**config.mk**
```make
export PLATFORM = sky130hd
export DESIGN_NAME = snake_stream_monitor
export DESIGN_NICKNAME = d
export VERILOG_FILES = /design/src/rtl/snake_pkg.sv /design/src/rtl/snake_stream_monitor.sv
export SDC_FILE = /design/constraint.sdc
export NUM_CORES = 1
export LEC_CHECK = 0
export ABC_AREA = 0
export BUFFER_PORTS_ARGS = -buffer_cell sky130_fd_sc_hd__buf_4
export CAP_MARGIN = 20
export CORE_UTILIZATION = 53
export DETAILED_ROUTE_END_ITERATION = 16
export PLACE_DENSITY = 0.78
export SLEW_MARGIN = 0
export SYNTH_ARGS = -nofsm -noshare
export SYNTH_HDL_FRONTEND = slang
export SYNTH_SLANG_ARGS = --single-unit
```
**constraint.sdc**
```tcl
create_clock -name clk -period 2.05 [get_ports clk]
set_clock_uncertainty 0.1 [all_clocks]
set_input_delay 0.1025 -clock clk [delete_from_list [all_inputs] [get_ports clk]]
set_output_delay 0.1025 -clock clk [all_outputs]
set_load 0.02 [all_outputs]
```
**src/rtl/snake_pkg.sv**
```systemverilog
// Shared definitions for the snake body stream and its observers.
package snake_pkg;

    localparam int GRID_X_W      = 5;
    localparam int GRID_Y_W      = 4;
    localparam int SNAKE_MAX_LEN = 512;

    typedef struct packed {
        logic [GRID_X_W-1:0] x;
        logic [GRID_Y_W-1:0] y;
    } pos_t;

    typedef enum logic {
        SYNC,
        LAP
    } mon_state_t;

endpackage

```
**src/rtl/snake_stream_monitor.sv**
```systemverilog
// Independent observer of the circulating snake body stream: frames each
// lap, counts segments, checks the head against the body and the head
// register, and reports framing violations.
module snake_stream_monitor
    import snake_pkg::*;
#(
    parameter int X_W     = GRID_X_W,
    parameter int Y_W     = GRID_Y_W,
    parameter int MAX_LEN = SNAKE_MAX_LEN,
    parameter int LEN_W   = 10
) (
    input  logic             clk,
    input  logic             rst_n,
    input  logic [X_W-1:0]   i_pos_x,
    input  logic [Y_W-1:0]   i_pos_y,
    input  logic             i_pos_first,
    input  logic             i_pos_last,
    input  logic             i_pos_valid,
    input  logic [X_W-1:0]   i_head_x,
    input  logic [Y_W-1:0]   i_head_y,
    output logic             o_synced,
    output logic             o_lap_done,
    output logic [LEN_W-1:0] o_length,
    output logic             o_self_hit,
    output logic             o_head_mismatch,
    output logic             o_proto_err
);

    localparam logic [LEN_W-1:0] MAX_CNT = LEN_W'(MAX_LEN);
    localparam logic [LEN_W-1:0] ONE     = LEN_W'(1);

    mon_state_t       state, state_nxt;
    logic [LEN_W-1:0] count, count_nxt;
    logic [X_W-1:0]   head_x, head_x_nxt;
    logic [Y_W-1:0]   head_y, head_y_nxt;
    logic             hit, hit_nxt;
    logic             mis, mis_nxt;
    logic             lap_done_nxt;
    logic [LEN_W-1:0] length_nxt;
    logic             self_hit_nxt;
    logic             head_mis_nxt;
    logic             proto_err_nxt;
    logic             first_mis;
    logic             body_hit;

    assign o_synced = (state == LAP);

    // Register state, lap bookkeeping and the registered result outputs.
    always_ff @(posedge clk) begin
        if (!rst_n) begin
            state           <= SYNC;
            count           <= '0;
            head_x          <= '0;
            head_y          <= '0;
            hit             <= 1'b0;
            mis             <= 1'b0;
            o_lap_done      <= 1'b0;
            o_length        <= '0;
            o_self_hit      <= 1'b0;
            o_head_mismatch <= 1'b0;
            o_proto_err     <= 1'b0;
        end else begin
            state           <= state_nxt;
            count           <= count_nxt;
            head_x          <= head_x_nxt;
            head_y          <= head_y_nxt;
            hit             <= hit_nxt;
            mis             <= mis_nxt;
            o_lap_done      <= lap_done_nxt;
            o_length        <= length_nxt;
            o_self_hit      <= self_hit_nxt;
            o_head_mismatch <= head_mis_nxt;
            o_proto_err     <= proto_err_nxt;
        end
    end

    // Next-state and lap-completion decisions for each valid beat.
    always_comb begin
        state_nxt     = state;
        count_nxt     = count;
        head_x_nxt    = head_x;
        head_y_nxt    = head_y;
        hit_nxt       = hit;
        mis_nxt       = mis;
        lap_done_nxt  = 1'b0;
        length_nxt    = o_length;
        self_hit_nxt  = o_self_hit;
        head_mis_nxt  = o_head_mismatch;
        proto_err_nxt = 1'b0;
        first_mis     = (i_pos_x != i_head_x) || (i_pos_y != i_head_y);
        body_hit      = (i_pos_x == head_x) && (i_pos_y == head_y);

        if (i_pos_valid) begin
            if (i_pos_first) begin
                // A first beat always restarts framing; inside a lap it is also an error.
                proto_err_nxt = (state == LAP);
                head_x_nxt    = i_pos_x;
                head_y_nxt    = i_pos_y;
                count_nxt     = ONE;
                hit_nxt       = 1'b0;
                mis_nxt       = first_mis;
                if (i_pos_last) begin
                    state_nxt    = SYNC;
                    lap_done_nxt = 1'b1;
                    length_nxt   = ONE;
                    self_hit_nxt = 1'b0;
                    head_mis_nxt = first_mis;
                end else begin
                    state_nxt = LAP;
                end
            end else if (state == LAP) begin
                if (count == MAX_CNT) begin
                    proto_err_nxt = 1'b1;
                    state_nxt     = SYNC;
                end else begin
                    count_nxt = count + ONE;
                    hit_nxt   = hit | body_hit;
                    if (i_pos_last) begin
                        state_nxt    = SYNC;
                        lap_done_nxt = 1'b1;
                        length_nxt   = count + ONE;
                        self_hit_nxt = hit | body_hit;
                        head_mis_nxt = mis;
                    end
                end
            end
        end
    end

endmodule

```
==> tab_implementation.tex, run 1 <==
\begin{tabular}{lr}
\hline
Metric & Value \\
\hline
\multicolumn{2}{l}{\textbf{Floorplanning}} \\
\quad Die Area & 3610 um\^{}2 \\
\quad Initial Util & 0.572 \\
\quad Chip Width & 60.1 um \\
\quad Core ar. & 3130 um\^{}2 \\
\quad Vertical die dimension & 60.1 um \\
\quad FP Rows & 20 \\
\quad Num ports & 38 \\
\multicolumn{2}{l}{\textbf{Power}} \\
\quad Highest ir drop seen on vdd & 485 uV \\
\quad Cell area power density & 624 nW/um\^{}2 \\
\quad Net Sw Power & 349 uW \\
\quad Share of total power in sequential cells & 0.490 \\
\quad Leakage & 0.000977 uW \\
\quad Combinational cell fraction of total power & 0.128 \\
\quad Internal Power & 1130 uW \\
\quad Clock network fraction of design power & 0.382 \\
\quad Switching share of power & 0.236 \\
\multicolumn{2}{l}{\textbf{CTS}} \\
\quad Clock edge transition at the registers on the reported setup and hold paths & 0.12 ns \\
\quad Insertion delay of the later-clocked pin in the worst-skew pair & 0.35 ns \\
\quad Cell at the root of the clock tree & sky130\_fd\_sc\_hd\_\_clkbuf\_4 \\
\quad Number of sinks handled by clock tree synthesis & 36 \\
\quad TritonCTS clock tree & done \\
\quad \# H-tree levels & 2 \\
\quad Number of buffers between clock root and the deepest sink & 2 \\
\quad CTS Buf Count & 5 \\
\quad Total setup buffers inserted after CTS & 0 \\
\multicolumn{2}{l}{\textbf{Finish}} \\
\quad Layout filler cell count & 238 \\
\quad Core occupancy in the finished layout & 0.756 \\
\quad Antenna diode count & 0 \\
\quad Post-layout instance count excluding filler cells & 326 \\
\quad Layout cells sized above 1 & 0.230 \\
\quad Final layout net count & 306 \\
\quad Footprint of the flip-flops and latches & 721 um\^{}2 \\
\quad Final non-filler cell area & 2360 um\^{}2 \\
\quad Area of the multi-input gates & 990 um\^{}2 \\
\quad Layout overhead on the synthesized area & 32.2\% \\
\multicolumn{2}{l}{\textbf{Routing}} \\
\quad Total via count in the routed design & 1754 \\
\quad Routed length per instance & 14.1 um \\
\quad Via-to-Cell Ratio & 5.38 \\
\quad Number of iterations in the first detailed-routing pass & 4 \\
\quad Remaining antenna violation count & 0 \\
\quad Drt initial violations & 99 \\
\quad Total wire length after detailed routing & 4610 um \\
\quad DRC violation count after routing & 0 \\
\multicolumn{2}{l}{\textbf{GRT}} \\
\quad First-pass GRT wire length & 7510 um \\
\quad Total global routing track utilization & 0.284 \\
\quad Number of global-route vias before repair & 1638 \\
\quad Gr ovfl total & 0 \\
\quad Pin count of the biggest net entering global routing & 20 \\
\quad Antenna violations before repair & 0 \\
\multicolumn{2}{l}{\textbf{Setup path}} \\
\quad Maximum cell stage delay along the critical path & 0.35 ns \\
\quad Slowest stage cell, crit path & sky130\_fd\_sc\_hd\_\_dfxtp\_1 \\
\quad FF-to-FF Start & count[0] \\
\quad Sort of element at the end of the critical path & flip-flop \\
\quad Path depth of the worst reg2reg path & 7 \\
\quad Crit path launch type & flip-flop \\
\quad Signal arrival time at the worst endpoint & 2.08 ns \\
\quad Crit path top cell by count & sky130\_fd\_sc\_hd\_\_a21oi\_1 \\
\quad Number of buffer and inverter instances along the worst setup path & 1 \\
\quad Critical-path cell list & buf\_4 > ha\_1 > nand3\_1 > or3\_1 > a21oi\_1 > nand2\_1 > a21oi\_1 \\
\quad Reg-to-Reg End & o\_length[8] \\
\quad Class of the most critical setup path & flip-flop to flip-flop \\
\quad Critical-path maximum fanout & 6 \\
\quad R2R setup slack & 0.15 ns \\
\quad Category of cells accounting for the largest share of critical-path delay & simple AND/OR/NAND/NOR gates \\
\quad Required @ worst endpoint & 2.23 ns \\
\multicolumn{2}{l}{\textbf{STA}} \\
\quad Number of hold violations in the final report & 0 \\
\quad Maximum clock frequency & 527 MHz \\
\quad Unrepaired setup endpoints after global routing & no \\
\quad Fin. max-slew vios & 0 \\
\quad Final critical delay including setup and external delays & 1.90 ns \\
\quad Tightest Pin Transition & 0.643 ns \\
\quad Portion of the clock cycle consumed by the worst path in the final layout & 0.925 \\
\quad Final-report setup violation count & 0 \\
\quad Worst-case headroom to the max-slew limit & 0.570 \\
\multicolumn{2}{l}{\textbf{Hold path}} \\
\quad Hold endpoint & o\_synced \\
\quad Hold/Removal Path Class & input port to flip-flop \\
\quad HP Start & i\_pos\_valid \\
\quad Hold depth & 4 \\
\multicolumn{2}{l}{\textbf{Yosys}} \\
\quad Post-synthesis instance area & 1790 um\^{}2 \\
\quad Nets in the synthesized netlist & 251 \\
\quad Top post-synthesis cells by area & sky130\_fd\_sc\_hd\_\_dfxtp\_1 40\%, sky130\_fd\_sc\_hd\_\_nand2\_1 8.8\%, sky130\_fd\_sc\_hd\_\_xor2\_1 7.8\%, sky130\_fd\_sc\_hd\_\_a21oi\_1 6.4\%, sky130\_fd\_sc\_hd\_\_nor2\_1 4.4\% \\
\quad Portion of netlist area occupied by mux cells & 0.00559 \\
\quad Count of yosys warnings during synthesis & 0 \\
\quad Biggest area consumer among synthesized cells & sky130\_fd\_sc\_hd\_\_dfxtp\_1 \\
\quad Mapped Avg Cell Area & 7.92 um\^{}2 \\
\quad Count of flip-flops with a built-in enable after synthesis & 0 \\
\quad Dominant combinational cell family by area after synthesis & simple AND/OR/NAND/NOR gates \\
\quad Synth Area in Compound Gates & 0.147 \\
\quad Most used flip-flop cell after synthesis & sky130\_fd\_sc\_hd\_\_dfxtp\_1 \\
\quad Number of cells produced by synthesis & 226 \\
\quad Share of synthesized cell area in full adder, half adder and majority cells & 0.0140 \\
\quad Share of the synthesized area in the top cell type & 0.403 \\
\quad Flip-flop and latch count after synthesis & 36 \\
\quad Post-Synth Simple-Gate Area & 0.273 \\
\quad Register area share after synthesis & 0.403 \\
\quad Count of distinct cell types in the synthesized netlist & 40 \\
\quad Parity-gate share of the synthesized area counting xor and xnor cells & 0.113 \\
\quad Fraction of synthesis flops using an asynchronous set or reset pin & 0 \\
\multicolumn{2}{l}{\textbf{Outcome}} \\
\quad Outcome & completed \\
\multicolumn{2}{l}{\textbf{Flow run}} \\
\quad Count of max-cap constraint violations & 0 \\
\multicolumn{2}{l}{\textbf{Placed design}} \\
\quad Post-place instance area & 2160 um\^{}2 \\
\quad Half-perimeter wire length after placement & 3160 um \\
\quad Port buffer count & 37 \\
\quad Inst Count DP & 307 \\
\quad Final weighted congestion in routability-driven placement & 0.843 \\
\hline
\end{tabular}
-- through the flow --
step                setup slack, ns  total power (uW)  hold WS, ns  setup TNS (ns)
floorplan                     0.298               831        0.112               0
global placement             0.0293               904        0.217               0
detailed placement          -0.0205               906        0.219         -0.0393
CTS                           0.176              1480      0.00728               0
global route                 0.0157              1550       0.0322               0
finish                        0.153              1480      0.00515               0
-- flip-flops by register name, indices dropped and copies added, names as in the netlist --
signal           flops
count               10
head_x               5
head_y               4
hit                  1
mis                  1
o_head_mismatch      1
o_lap_done           1
o_length            10
o_proto_err          1
o_self_hit           1
o_synced             1
-- worst max path at each step --
stage          cells after the start           to      from
3_3_place_gp                       7  o_length[4]  count[0]
4_1_cts                            7  o_length[8]  count[0]
6_report                           7  o_length[8]  count[0]
2_1_floorplan                      7     count[9]  count[0]
3_5_place_dp                       7  o_length[4]  count[1]
5_1_grt                            5  o_length[9]  count[4]
-- area by class of cell --
cell class / instances / share of cell area
Clock inverter: 1 / 0.0127
Clock buffer: 7 / 0.0275
Inverter: 7 / 0.0111
Sequential cell: 36 / 0.305
Multi-Input combinational cell: 171 / 0.419
Timing Repair Buffer: 60 / 0.202
Tap cell: 44 / 0.0233
-- metal layers --
metal	part of all wire	track usage	vias up
li1	-	-	879
met1	0.44	0.368	802
met2	0.48	0.468	64
met3	0.058	0.0714	9
met4	0.014	0.0731	0
met5	0	0	-
-- cells in the final DEF (no fill, tap or decap), types with 2 or more instances in the layout --
| cell type | netlist | layout |
|---|---|---|
| sky130_fd_sc_hd__buf_4 | 1 | 49 |
| sky130_fd_sc_hd__nand2_1 | 42 | 42 |
| sky130_fd_sc_hd__dfxtp_1 | 36 | 36 |
| sky130_fd_sc_hd__a21oi_1 | 23 | 23 |
| sky130_fd_sc_hd__nor2_1 | 21 | 20 |
| sky130_fd_sc_hd__xor2_1 | 16 | 16 |
| sky130_fd_sc_hd__dlygate4sd3_1 | 0 | 11 |
| sky130_fd_sc_hd__nand3_1 | 10 | 10 |
| sky130_fd_sc_hd__inv_1 | 7 | 7 |
| sky130_fd_sc_hd__xnor2_1 | 7 | 7 |
| sky130_fd_sc_hd__nor4_1 | 6 | 6 |
| sky130_fd_sc_hd__o21ai_1 | 5 | 5 |
| sky130_fd_sc_hd__o21ai_0 | 5 | 5 |
| sky130_fd_sc_hd__nor3_1 | 5 | 5 |
| sky130_fd_sc_hd__clkbuf_4 | 0 | 5 |
| sky130_fd_sc_hd__or3_1 | 3 | 3 |
| sky130_fd_sc_hd__o211ai_1 | 3 | 3 |
| sky130_fd_sc_hd__nand4_1 | 3 | 3 |
| sky130_fd_sc_hd__ha_1 | 2 | 2 |
| sky130_fd_sc_hd__clkbuf_8 | 0 | 2 |
-- Yosys cell counts (all sizes together) (4+ instances only) --
cell type	count
nand2	42
dfxtp	36
a21oi	24
nor2	21
xor2	16
nand3	10
o21ai	10
buf	7
inv	7
nor4	7
xnor2	7
nor3	6
clkbuf	5
nand4	4
-- what timing repair did --
item,4_1_cts,5_1_grt
hold buffers,11,0
resized for setup,1,0
endpoints found under the setup margin,4,0
endpoints found under the hold margin,17,0
-- power by group through the flow --
stage          Clock, uW  Combinational [uW]  Sequential, uW
6_report             564                 189             723
5_1_grt              616                 206             726
2_1_floorplan          0                87.4             744
3_3_place_gp           0                 165             739
3_5_place_dp           0                 167             739
4_1_cts              574                 185             723
-- cells by family (layout without fill, tap and decap cells) --
kind of cell	after synthesis	count (layout)
buffers and inverters	19	75
adders and majority gates	2	2
DFF	36	36
and+or+nand+nor	100	100
muxes	1	1
xor gates and xnor gates	23	23
AOI/OAI and AO/OA	45	45
-- tightest hold or removal path, stage by stage --
cell and delay (ns):
sky130_fd_sc_hd__buf_4 0.13, sky130_fd_sc_hd__inv_1 0.06, sky130_fd_sc_hd__a2bb2oi_1 0.06, sky130_fd_sc_hd__nor2_1 0.07
No activity file was read; power rests on OpenSTA's default activity.
==> inputs of run 2 (changes only) <==
--- a/config.mk
+++ b/config.mk
@@ -8,9 +8,11 @@
 export ABC_AREA = 0
 export BUFFER_PORTS_ARGS = -buffer_cell sky130_fd_sc_hd__buf_4
 export CAP_MARGIN = 20
-export CORE_UTILIZATION = 53
+export CORE_UTILIZATION = 55
+export CTS_BUF_LIST = sky130_fd_sc_hd__clkbuf_4 sky130_fd_sc_hd__clkbuf_8
 export DETAILED_ROUTE_END_ITERATION = 16
-export PLACE_DENSITY = 0.78
+export PLACE_DENSITY = 0.8
+export RECOVER_POWER = 50
 export SLEW_MARGIN = 0
 export SYNTH_ARGS = -nofsm -noshare
 export SYNTH_HDL_FRONTEND = slang
==> tab_implementation.tex, run 2 (synthesized netlist as in run 1, its figures left out) <==
\begin{tabular}{lr}
\hline
Metric & Value \\
\hline
\multicolumn{2}{l}{\textbf{Setup path}} \\
\quad Critical-path maximum fanout & 12 \\
\quad Signal arrival time at the worst endpoint & 2.02 ns \\
\quad Sort of element at the end of the critical path & flip-flop \\
\quad R2R setup slack & 0.15 ns \\
\quad Class of the most critical setup path & flip-flop to flip-flop \\
\quad FF-to-FF Start & count[0] \\
\quad Crit. Startpoint & count[0] \\
\quad Crit path launch type & flip-flop \\
\quad Required @ worst endpoint & 2.17 ns \\
\multicolumn{2}{l}{\textbf{Floorplanning}} \\
\quad Core ar. & 3080 um\^{}2 \\
\quad Die Area & 3490 um\^{}2 \\
\quad Vertical die dimension & 59.0 um \\
\quad FP Rows & 20 \\
\quad Num ports & 38 \\
\quad Initial Util & 0.581 \\
\quad Chip Width & 59.0 um \\
\multicolumn{2}{l}{\textbf{CTS}} \\
\quad TritonCTS clock tree & done \\
\quad CTS Buf Count & 5 \\
\quad Insertion delay of the later-clocked pin in the worst-skew pair & 0.34 ns \\
\quad Total setup buffers inserted after CTS & 0 \\
\quad \# H-tree levels & 2 \\
\quad Cell at the root of the clock tree & sky130\_fd\_sc\_hd\_\_clkbuf\_4 \\
\quad Number of buffers between clock root and the deepest sink & 2 \\
\quad Clock edge transition at the registers on the reported setup and hold paths & 0.10 ns \\
\quad Number of sinks handled by clock tree synthesis & 36 \\
\multicolumn{2}{l}{\textbf{GRT}} \\
\quad Gr ovfl total & 0 \\
\quad First-pass GRT wire length & 7560 um \\
\quad Total global routing track utilization & 0.295 \\
\quad Pin count of the biggest net entering global routing & 23 \\
\quad Antenna violations before repair & 0 \\
\quad Number of global-route vias before repair & 1675 \\
\multicolumn{2}{l}{\textbf{STA}} \\
\quad Unrepaired setup endpoints after global routing & no \\
\quad Worst-case headroom to the max-slew limit & 0.614 \\
\quad Final-report setup violation count & 0 \\
\quad Tightest Pin Transition & 0.578 ns \\
\quad Portion of the clock cycle consumed by the worst path in the final layout & 0.925 \\
\quad Setup tns final & 0 ns \\
\quad Maximum clock frequency & 527 MHz \\
\quad Fin. max-slew vios & 0 \\
\quad Final critical delay including setup and external delays & 1.90 ns \\
\quad Number of hold violations in the final report & 0 \\
\multicolumn{2}{l}{\textbf{Finish}} \\
\quad Registers with the most flip-flops & count x10, o\_length x10, head\_x x5 \\
\quad Core occupancy in the finished layout & 0.742 \\
\quad Layout cells sized above 1 & 0.180 \\
\quad Commonest cells after routing, fill and taps aside & 42 x sky130\_fd\_sc\_hd\_\_nand2\_1, 36 x sky130\_fd\_sc\_hd\_\_dfxtp\_1, 33 x sky130\_fd\_sc\_hd\_\_buf\_4 \\
\quad Final layout net count & 307 \\
\quad Layout filler cell count & 268 \\
\quad Footprint of the flip-flops and latches & 721 um\^{}2 \\
\quad Area of the multi-input gates & 992 um\^{}2 \\
\quad Final non-filler cell area & 2280 um\^{}2 \\
\quad Commonest non-fill, non-tap cell in the layout & sky130\_fd\_sc\_hd\_\_nand2\_1 \\
\quad Layout overhead on the synthesized area & 27.6\% \\
\quad Antenna diode count & 0 \\
\multicolumn{2}{l}{\textbf{Placed design}} \\
\quad Post-place instance area & 2160 um\^{}2 \\
\quad Final weighted congestion in routability-driven placement & 0.863 \\
\quad Half-perimeter wire length after placement & 3030 um \\
\quad Port buffer count & 37 \\
\multicolumn{2}{l}{\textbf{Power}} \\
\quad Total power & 1330 uW \\
\quad Cell area power density & 584 nW/um\^{}2 \\
\quad Highest ir drop seen on vdd & 503 uV \\
\quad Leakage & 0.000904 uW \\
\multicolumn{2}{l}{\textbf{Routing}} \\
\quad Drt initial violations & 85 \\
\quad Number of iterations in the first detailed-routing pass & 4 \\
\quad Remaining antenna violation count & 0 \\
\quad Total via count in the routed design & 1746 \\
\quad Routed length per instance & 13.8 um \\
\quad Total wire length after detailed routing & 4520 um \\
\quad Via-to-Cell Ratio & 5.34 \\
\quad DRC violation count after routing & 0 \\
\multicolumn{2}{l}{\textbf{Outcome}} \\
\quad Outcome & completed \\
\multicolumn{2}{l}{\textbf{Flow run}} \\
\quad Count of max-cap constraint violations & 0 \\
\multicolumn{2}{l}{\textbf{Hold path}} \\
\quad HP Start & i\_pos\_valid \\
\quad Hold/Removal Path Class & input port to flip-flop \\
\hline
\end{tabular}
-- run 2: cell count changes in the layout (fill, tap and decap cells not counted) --
cell,change
sky130_fd_sc_hd__or2_4,+1
sky130_fd_sc_hd__clkbuf_1,+16
sky130_fd_sc_hd__or2_1,-1
sky130_fd_sc_hd__clkbuf_4,+2
sky130_fd_sc_hd__clkbuf_2,+1
sky130_fd_sc_hd__buf_4,-16
sky130_fd_sc_hd__bufinv_16,-1
sky130_fd_sc_hd__clkbuf_8,-1
-- run 2: area by class of cell --
class                      count  share of cell area
multi-input combinational    171               0.435
tap                           44              0.0241
sequential                    36               0.316
clock buffer                   8              0.0290
inverter                       7              0.0115
timing repair buffer          61               0.185
-- run 2: repair_timing --
| action | in CTS | in global routing |
|---|---|---|
| hold buffers | 11 | 0 |
| cloned | 0 | 0 |
| setup endpoints to repair | 3 | 2 |
| hold endpoints to repair | 17 | 0 |
| gates resized for setup | 1 | 1 |
-- run 2: path summary, 6_finish.rpt --
path	to	cells past startpoint
setup / recovery	o_length[4]	7
hold / removal	o_synced	4
setup reg to reg	o_length[4]	7
hold reg to reg	o_length[7]	2
-- run 2: through the flow --
| stage | hold WS [ns] | cells | setup slack (ns) |
|---|---|---|---|
| after global placement | 0.222 | 308 | 0.0558 |
| after floorplan | 0.112 | 226 | 0.298 |
| after detailed placement | 0.226 | 308 | -0.0138 |
| after CTS | 0.00239 | 327 | 0.140 |
| final | 0.00994 | 327 | 0.153 |
| after global routing | 0.0402 | 327 | 0.0267 |
-- run 2: power by group --
part	internal, uW	total, uW	switching (uW)	leakage [uW]
Combinational	86.7	188	101	0.000572
Sequential	714	723	8.90	0.000292
Clock	196	422	226	0.0000394
-- run 2: critical path, stage by stage, from the launching register on --
cell	delay [ns]
sky130_fd_sc_hd__dfxtp_1	0.34
sky130_fd_sc_hd__inv_1	0.05
sky130_fd_sc_hd__ha_1	0.17
sky130_fd_sc_hd__nor2b_1	0.13
sky130_fd_sc_hd__and4_1	0.20
sky130_fd_sc_hd__nor2_2	0.48
sky130_fd_sc_hd__mux2i_1	0.25
sky130_fd_sc_hd__nor2_1	0.06
-- run 2: per-layer routing --
| layer | vias up | GRT usage | wire length [um] |
|---|---|---|---|
| li1 | 883 | - | - |
| met1 | 798 | 0.371 | 1990 |
| met2 | 54 | 0.489 | 2190 |
| met3 | 11 | 0.0742 | 249 |
| met4 | 0 | 0.109 | 93 |
| met5 | - | 0 | 0 |
==> inputs of run 3 (changes only) <==
--- a/config.mk
+++ b/config.mk
@@ -13,7 +13,8 @@
 export DETAILED_ROUTE_END_ITERATION = 16
 export PLACE_DENSITY = 0.8
 export RECOVER_POWER = 50
-export SLEW_MARGIN = 0
+export REMOVE_ABC_BUFFERS = 1
+export SLEW_MARGIN = 10
 export SYNTH_ARGS = -nofsm -noshare
 export SYNTH_HDL_FRONTEND = slang
 export SYNTH_SLANG_ARGS = --single-unit
==> tab_implementation.tex, run 3 (synthesized netlist as in run 1, its figures left out) <==
\begin{tabular}{lr}
\hline
Metric & Value \\
\hline
\multicolumn{2}{l}{\textbf{Finish}} \\
\quad Layout filler cell count & 253 \\
\quad Final non-filler cell area & 2270 um\^{}2 \\
\quad Commonest non-fill, non-tap cell in the layout & sky130\_fd\_sc\_hd\_\_nand2\_1 \\
\quad Layout overhead on the synthesized area & 27.1\% \\
\quad Antenna diode count & 0 \\
\quad Registers with the most flip-flops & count x10, o\_length x10, head\_x x5 \\
\quad Layout cells sized above 1 & 0.164 \\
\quad Commonest cells after routing, fill and taps aside & 42 x sky130\_fd\_sc\_hd\_\_nand2\_1, 36 x sky130\_fd\_sc\_hd\_\_dfxtp\_1, 30 x sky130\_fd\_sc\_hd\_\_buf\_4 \\
\quad Final layout net count & 305 \\
\multicolumn{2}{l}{\textbf{Placed design}} \\
\quad Port buffer count & 37 \\
\quad Post-place instance area & 2150 um\^{}2 \\
\quad Half-perimeter wire length after placement & 3230 um \\
\quad Final weighted congestion in routability-driven placement & 0.890 \\
\multicolumn{2}{l}{\textbf{Routing}} \\
\quad Via-to-Cell Ratio & 5.49 \\
\quad DRC violation count after routing & 0 \\
\quad Total via count in the routed design & 1783 \\
\quad Total wire length after detailed routing & 4620 um \\
\quad Routed length per instance & 14.2 um \\
\quad Remaining antenna violation count & 0 \\
\quad Drt initial violations & 134 \\
\quad Number of iterations in the first detailed-routing pass & 5 \\
\multicolumn{2}{l}{\textbf{GRT}} \\
\quad Total global routing track utilization & 0.295 \\
\quad Pin count of the biggest net entering global routing & 20 \\
\quad Number of global-route vias before repair & 1539 \\
\quad First-pass GRT wire length & 7440 um \\
\quad Gr ovfl total & 0 \\
\quad Antenna violations before repair & 0 \\
\multicolumn{2}{l}{\textbf{CTS}} \\
\quad Insertion delay of the later-clocked pin in the worst-skew pair & 0.34 ns \\
\quad Total setup buffers inserted after CTS & 0 \\
\quad \# H-tree levels & 2 \\
\quad Number of buffers between clock root and the deepest sink & 2 \\
\quad Clock edge transition at the registers on the reported setup and hold paths & 0.10 ns \\
\quad TritonCTS clock tree & done \\
\quad CTS Buf Count & 5 \\
\quad Number of sinks handled by clock tree synthesis & 36 \\
\quad Cell at the root of the clock tree & sky130\_fd\_sc\_hd\_\_clkbuf\_4 \\
\multicolumn{2}{l}{\textbf{STA}} \\
\quad Portion of the clock cycle consumed by the worst path in the final layout & 0.918 \\
\quad Fin. max-slew vios & 0 \\
\quad Setup tns final & 0 ns \\
\quad Unrepaired setup endpoints after global routing & no \\
\quad Final-report setup violation count & 0 \\
\quad Final critical delay including setup and external delays & 1.88 ns \\
\quad Worst-case headroom to the max-slew limit & 0.554 \\
\quad Maximum clock frequency & 532 MHz \\
\quad Tightest Pin Transition & 0.667 ns \\
\quad Number of hold violations in the final report & 0 \\
\multicolumn{2}{l}{\textbf{Outcome}} \\
\quad Outcome & completed \\
\multicolumn{2}{l}{\textbf{Power}} \\
\quad Cell area power density & 623 nW/um\^{}2 \\
\quad Highest ir drop seen on vdd & 453 uV \\
\quad Leakage & 0.000891 uW \\
\multicolumn{2}{l}{\textbf{Setup path}} \\
\quad Crit path launch type & flip-flop \\
\quad Sort of element at the end of the critical path & flip-flop \\
\quad Class of the most critical setup path & flip-flop to flip-flop \\
\quad Signal arrival time at the worst endpoint & 2.06 ns \\
\quad Required @ worst endpoint & 2.23 ns \\
\quad Critical-path maximum fanout & 5 \\
\multicolumn{2}{l}{\textbf{Floorplanning}} \\
\quad Core ar. & 3080 um\^{}2 \\
\quad FP Rows & 20 \\
\quad Vertical die dimension & 59.0 um \\
\quad Initial Util & 0.581 \\
\quad Die Area & 3490 um\^{}2 \\
\quad Chip Width & 59.0 um \\
\quad Num ports & 38 \\
\multicolumn{2}{l}{\textbf{Hold path}} \\
\quad Hold/Removal Path Class & input port to flip-flop \\
\multicolumn{2}{l}{\textbf{Flow run}} \\
\quad Count of max-cap constraint violations & 0 \\
\hline
\end{tabular}
run 3: cell types whose count changed in the layout (fill, tap and decap cells not counted), sizes merged:
| cell | previous run | this run |
|---|---|---|
| buf | 33 | 30 |
| bufinv | 0 | 1 |
| clkbuf | 25 | 24 |
| clkinv | 0 | 1 |
run 3: metal layers:
metal	vias to the layer above	GRT usage	wire length [um]
met5	-	0	0
met4	0	0.112	72
met3	6	0.0721	238
met2	60	0.471	2250
met1	833	0.386	2070
li1	884	-	-
run 3: stage by stage:
stage | hold WS [ns] | power [uW] | util | cells | setup slack (ns)
2_1_floorplan | 0.111 | 819 | - | 214 | 0.148
3_5_place_dp | 0.222 | 908 | 0.698 | 306 | -0.0144
4_1_cts | 0.00230 | 1420 | 0.761 | 325 | 0.171
5_1_grt | 0.0297 | 1480 | 0.739 | 325 | 0.0595
3_3_place_gp | 0.218 | 904 | 0.698 | 306 | 0.0335
6_report | 0.0413 | 1420 | 0.739 | 325 | 0.169
run 3: path summary, 6_finish.rpt:
path	start	to	slack (ns)	depth (start not counted)
hold / removal	i_pos_valid	o_synced	0.04	4
setup / recovery	count[1]	count[9]	0.17	7
hold reg to reg	o_length[8]	o_length[8]	0.36	2
setup reg to reg	count[1]	count[9]	0.17	7
run 3: layout make-up:
type | instances | area, um^2 | share of cell area
clock buffer | 6 | 45.0 | 0.0198
clock inverter | 2 | 35.0 | 0.0154
tap | 44 | 55.1 | 0.0242
sequential | 36 | 721 | 0.317
inverter | 7 | 26.3 | 0.0116
timing repair buffer | 59 | 403 | 0.177
multi-input combinational | 171 | 990 | 0.435
run 3: report_power, final:
part           switching, uW  internal [uW]  total [uW]  leakage (uW)
Clock                    240            269         509     0.0000456
Sequential              9.09            714         723      0.000292
Combinational            102           83.2         185      0.000553
Total                    351           1070        1420      0.000891
run 3: repair_timing:
action | 4_1_cts | 5_1_grt
gates resized for setup | 1 | 0
hold buffers | 11 | 0
endpoints found under the hold margin | 17 | 0
endpoints found under the setup margin | 3 | 0
run 3: critical path: stages, from the launching register on:
cell and delay, ns:
sky130_fd_sc_hd__dfxtp_1 0.41, sky130_fd_sc_hd__inv_1 0.06, sky130_fd_sc_hd__ha_1 0.16, sky130_fd_sc_hd__nor2b_1 0.13, sky130_fd_sc_hd__and3_2 0.22, sky130_fd_sc_hd__o21a_1 0.22, sky130_fd_sc_hd__or3_1 0.38, sky130_fd_sc_hd__a21oi_2 0.15
